==> src/rtl/piso_shifter.sv <==
// Parallel-in/serial-out shifter with a valid/ready load handshake, selectable bit order,
// serial clock enable and end-of-frame marker. Define PISO_PARITY_EN to append an even-parity bit.
module piso_shifter #(
  parameter int unsigned WIDTH     = 8,
  parameter bit          MSB_FIRST = 1'b1
) (
  input  logic             Clk,
  input  logic             reset,
  input  logic             load_valid,
  output logic             load_ready,
  input  logic [WIDTH-1:0] Din,
  input  logic             shift_en,
  output logic             Dout,
  output logic             dout_valid,
  output logic             last,
  output logic             busy
);

  localparam int unsigned     CntW    = $clog2(WIDTH + 1);
  localparam logic [CntW-1:0] LastIdx = CntW'(WIDTH - 1);

  typedef enum logic [1:0] {
    StIdle,
    StShift
`ifdef PISO_PARITY_EN
    , StParity
`endif
  } state_e;

  state_e           state_q, state_d;
  logic [CntW-1:0]  cnt_q, cnt_d;
  logic [WIDTH-1:0] shreg_q, shreg_d;
  logic             dout_q, dout_d;
  logic             dout_valid_q, dout_valid_d;
  logic             last_q, last_d;
`ifdef PISO_PARITY_EN
  logic             parity_q, parity_d;
`endif
  logic             accept;

  // Position cnt counts in transmission order; map it onto the word's bit index.
  function automatic logic sel_bit(input logic [WIDTH-1:0] w, input logic [CntW-1:0] c);
    logic [CntW-1:0] idx;
    idx = MSB_FIRST ? (LastIdx - c) : c;
    return |(w & (WIDTH'(1) << idx));
  endfunction

  assign load_ready = (state_q == StIdle) | (last_q & shift_en);
  assign accept     = load_valid & load_ready;

  always_comb begin
    state_d      = state_q;
    cnt_d        = cnt_q;
    shreg_d      = shreg_q;
    dout_d       = dout_q;
    dout_valid_d = dout_valid_q;
    last_d       = last_q;
`ifdef PISO_PARITY_EN
    parity_d     = parity_q;
`endif
    if (accept) begin
      // Covers both a load from idle and a reload on the edge consuming the last bit.
      state_d      = StShift;
      shreg_d      = Din;
      cnt_d        = '0;
      dout_d       = sel_bit(Din, '0);
      dout_valid_d = 1'b1;
      last_d       = 1'b0;
`ifdef PISO_PARITY_EN
      parity_d     = ^Din;
`endif
    end else if (shift_en) begin
      unique case (state_q)
        StIdle: begin
        end
        StShift: begin
          if (cnt_q == LastIdx) begin
`ifdef PISO_PARITY_EN
            state_d = StParity;
            cnt_d   = cnt_q + 1'b1;
            dout_d  = parity_q;
            last_d  = 1'b1;
`else
            state_d      = StIdle;
            cnt_d        = '0;
            dout_d       = 1'b0;
            dout_valid_d = 1'b0;
            last_d       = 1'b0;
`endif
          end else begin
            cnt_d  = cnt_q + 1'b1;
            dout_d = sel_bit(shreg_q, cnt_q + 1'b1);
`ifdef PISO_PARITY_EN
            last_d = 1'b0;
`else
            last_d = ((cnt_q + 1'b1) == LastIdx);
`endif
          end
        end
`ifdef PISO_PARITY_EN
        StParity: begin
          state_d      = StIdle;
          cnt_d        = '0;
          dout_d       = 1'b0;
          dout_valid_d = 1'b0;
          last_d       = 1'b0;
        end
`endif
        default: state_d = StIdle;
      endcase
    end
  end

  always_ff @(posedge Clk or posedge reset) begin
    if (reset) begin
      state_q      <= StIdle;
      cnt_q        <= '0;
      shreg_q      <= '0;
      dout_q       <= 1'b0;
      dout_valid_q <= 1'b0;
      last_q       <= 1'b0;
`ifdef PISO_PARITY_EN
      parity_q     <= 1'b0;
`endif
    end else begin
      state_q      <= state_d;
      cnt_q        <= cnt_d;
      shreg_q      <= shreg_d;
      dout_q       <= dout_d;
      dout_valid_q <= dout_valid_d;
      last_q       <= last_d;
`ifdef PISO_PARITY_EN
      parity_q     <= parity_d;
`endif
    end
  end

  assign Dout       = dout_q;
  assign dout_valid = dout_valid_q;
  assign last       = last_q;
  assign busy       = dout_valid_q;

endmodule
==> config.mk <==
export PLATFORM = sky130hd
export DESIGN_NAME = piso_shifter
export DESIGN_NICKNAME = d
export VERILOG_FILES = /design/src/rtl/piso_shifter.sv
export SDC_FILE = /design/constraint.sdc
export NUM_CORES = 1
export LEC_CHECK = 0
export ABC_AREA = 1
export CAP_MARGIN = 20
export CORE_MARGIN = 1
export CORE_UTILIZATION = 45
export DETAILED_ROUTE_END_ITERATION = 12
export HOLD_SLACK_MARGIN = 0.1
export PLACE_DENSITY = 0.74
export SYNTH_ARGS = -nofsm -noshare
export SYNTH_HDL_FRONTEND = slang
export SYNTH_SLANG_ARGS = --single-unit
==> constraint.sdc <==
create_clock -name Clk -period 2.2 [get_ports Clk]
set_input_delay 0.44 -clock Clk [delete_from_list [all_inputs] [get_ports Clk]]
set_output_delay 0.44 -clock Clk [all_outputs]
set_load 0.02 [all_outputs]
==> impl_summary.md <==
Drt
The via density per instance is 4.70. After detailed routing, the average wire length per cell comes to 10.8 um. The first TritonRoute pass finished after 6 iterations.

The detail route stage leaves a number of antenna-violating nets equal to 0. For this block, the initial DRC count from the detailed router was 4. The final route contains 696 vias.

The overall routed net length is 1590 um. The remaining routing DRC violations is 0.

Worst setup path
The category of the worst setup path capture point is an output port. The capture point of the worst reg-to-reg path is Dout. The critical path goes through clkdlybuf4s50_1 -> nand2_1 -> nand2_2 -> dlymetal6s2s_1.

On the worst path, the slowest cell contributes a delay of just over 500 ps. The largest individual stage delay along the critical path comes from the cell sky130_fd_sc_hd__clkdlybuf4s50_1. The critical path startpoint category is a primary input. The maximum net fanout on the critical path is 3.

At the worst endpoint, the required time is 1760 ps. The family of cells with the greatest summed delay on the critical path is buffers and inverters. The logic depth of the worst register-to-register path is 8.

The startpoint identified for the worst register-to-register timing path is cnt_q[0]. The setup path with the least slack is of type in2out. STA puts the critical path data arrival time at ~1400 ps.

The number of buffers and inverters on the critical path is 2. The slack of the worst reg-to-reg path is 800 ps.

Timing
The share of the clock period used by the worst path after layout is 0.814. The hold violation total from the final report came to 0. The final setup violation count is 0. The max-slew violation count was 0. The worst-case headroom to the max-slew limit is 0.609. The clock period could shrink to 1790 ps. The sum of negative setup slack is 0 ps.

The worst clock skew on the final layout is 0.941 ps. Setup repair after global routing left no endpoint under its margin. The tightest hold margin is 483 ps.

Derived from the worst setup path, the maximum achievable clock frequency is 559 MHz. At the pin with the least slew margin, the transition time is about 590 ps.

Run status
The run finished with clean final reports.

Placement
The HPWL after detailed placement is 1240 um. The total instance count after detailed placement is 145. The global placer's final weighted congestion is 0.831.

The quantity of I/O buffers inserted on ports is 16. In this run the cell area measured after placement is 1050 um^2.

Synthesis
By area the synthesized netlist is led by sky130_fd_sc_hd__dfrtp_1, sky130_fd_sc_hd__nand2_1, sky130_fd_sc_hd__ha_1. The number of instances in the synthesized netlist is 107. The cell area that synthesis handed to floorplanning was between 800 and 900 um^2. The number of storage elements in the synthesis netlist is 16. During synthesis, Yosys emitted a total of 0 warnings.

The commonest cells after synthesis are sky130_fd_sc_hd__nand2_1, sky130_fd_sc_hd__dfrtp_1, sky130_fd_sc_hd__inv_1. The number of enable-type register cells in the synthesized netlist is 0. Summed over all instances, the cell type with the most area after synthesis is sky130_fd_sc_hd__dfrtp_1. The top cell type's share of synthesized area is 0.452. The async set-or-reset flop fraction in the synthesized netlist is 1.00. The average cell area after synthesis is 8.28 um^2.

The number of nets in the synthesized netlist is between 100 and 150. The share of synthesized area occupied by flip-flops and latches is 0.452. After synthesis, the netlist uses 22 different library cells. In the synthesized netlist the dominant register cell turns out to be sky130_fd_sc_hd__dfrtp_1.

Among all cell types in the netlist, the one instantiated most often is sky130_fd_sc_hd__nand2_1.

Clock network
The clock insertion delay at the later pin of the skew report is about 290 ps. The count of buffers added by post-CTS timing repair for setup is 0. Once the clock tree was built, the resizer swapped 0 gates to a different size. CTS built an H-tree with a depth of 1. The clock sink count is 16. Clock-pin slew was measured on the worst setup and hold paths at roughly 80 ps. The total of hold buffers inserted after clock tree synthesis is 0. The clock tree from TritonCTS is yes.

The maximum buffer depth of the clock tree is 2. The number of buffers added by the clock tree synthesis step is 3. The clock root buffer is sky130_fd_sc_hd__clkbuf_4.

Cells and area
The layout has 170 filler cells. The proportion of layout cells with a drive suffix above 1 is 0.0976. The finished layout cell area is 1070 um^2. The final standard cell count with taps included and fillers excluded is 148. The number of nets in the finished design is 142.

The area growth from synthesis to final layout is 21.0%. The repair_antennas step left the layout with diodes totalling 0.

GRT
Across every metal layer, demand over resource in global routing totals 0.198. The wire length of the first global-routing pass is ~2900 um. Entering global routing, the biggest net connects 17 pins. The number of global-route vias before repair is 692. The number of antenna violations at the first check in global routing came to 0. The residual overflow from global routing is 0.

Die
The floorplan step defined a core boundary enclosing 1780 um^2. The floorplan step defined a die boundary enclosing around 2200 um^2. The vertical extent of the die is 46.4 um. The initial standard-cell utilization of the core is 0.497. The row count is 15. 17 I/O pins were placed. The die is 46.4 um wide.

Job
The total of max-cap violations is 0.

Hold path
The worst hold path terminates at shreg_q[4]. The startpoint identified for the worst hold timing path is shreg_q[4]. The worst hold path cell count is 2. The min-delay analysis places its worst path in the category reg2reg.

Power and ir drop
For this design the static power due to leakage is 0.590 nW. The peak ir drop on the vdd network is 0.558 mV. The total power after layout is around 1.3 mW. Power spread over the standard cell area amounts to roughly 1200 nW/um^2.
cells by family (layout without fill, tap and decap cells):
logic type | Yosys count | in the layout | synth area share
fa+ha+maj | 5 | 5 | 0.0706
buf+inv | 12 | 28 | 0.0749
compound gates | 7 | 7 | 0.0438
flops | 16 | 16 | 0.452
xor+xnor | 2 | 2 | 0.0198
simple gates | 65 | 65 | 0.339
routing by layer:
metal  track usage  up-vias  share of wire
li1              -      365              -
met3        0.0353        4          0.031
met1         0.249      315           0.46
met4         0.124        0          0.016
met5             0        -              0
met2         0.308       12           0.49
worst max path at each step:
stage | startpoint | end | slack (ps) | cells after the start
after floorplan | cnt_q[0] | Dout | 970 | 8
after global placement | shift_en | load_ready | 70 | 4
after detailed placement | shift_en | load_ready | 30 | 4
after CTS | shift_en | load_ready | 30 | 4
after global routing | shift_en | load_ready | 350 | 4
final | shift_en | load_ready | 410 | 4
placed cells by master (no fill, tap or decap), types with 3 or more instances in the layout:
cell / synthesis / final
sky130_fd_sc_hd__ha_1: 5 / 5
sky130_fd_sc_hd__clkbuf_4: 0 / 3
sky130_fd_sc_hd__o21ai_1: 3 / 3
sky130_fd_sc_hd__nand2_1: 53 / 53
sky130_fd_sc_hd__inv_1: 7 / 7
sky130_fd_sc_hd__clkdlybuf4s50_1: 0 / 15
sky130_fd_sc_hd__dfrtp_1: 16 / 16
area by class of cell:
cell class / count / area (um^2) / area share
Timing Repair Buffer: 16 / 163 / 0.152
Clock buffer: 3 / 22.5 / 0.0210
Multi-Input combinational cell: 79 / 419 / 0.391
Sequential cell: 16 / 400 / 0.373
Tap cell: 25 / 31.3 / 0.0292
Inverter: 9 / 36.3 / 0.0338
through the flow:
stage,util,setup slack (ps)
global route,0.601,350
detailed placement,0.587,28.5
floorplan,-,975
global placement,0.587,74.3
CTS,0.600,27.9
finish,0.601,409
power breakdown:
part | leakage (nW) | internal (mW) | switching, mW
logic | 0.377 | 0.257 | 0.338
clock network | 0.0138 | 0.0638 | 0.0888
registers | 0.200 | 0.417 | 0.112
total | 0.590 | 0.737 | 0.538
worst reg2reg max path: stages, from the launching register on:
cell and delay, ps:
sky130_fd_sc_hd__dfrtp_1 510, sky130_fd_sc_hd__inv_1 110, sky130_fd_sc_hd__ha_1 220, sky130_fd_sc_hd__nand2_1 70, sky130_fd_sc_hd__nand2_1 50, sky130_fd_sc_hd__o21ai_0 170
sky130_fd_sc_hd__nand2_1 70, sky130_fd_sc_hd__nand2_1 60, sky130_fd_sc_hd__nand2_1 50
sequential cells by signal (all words and copies together) (netlist names):
signal	flops
Dout	1
busy	1
cnt_q	4
last	1
shreg_q	8
state_q	1
Note: power is estimated with default switching activity, not from simulation.
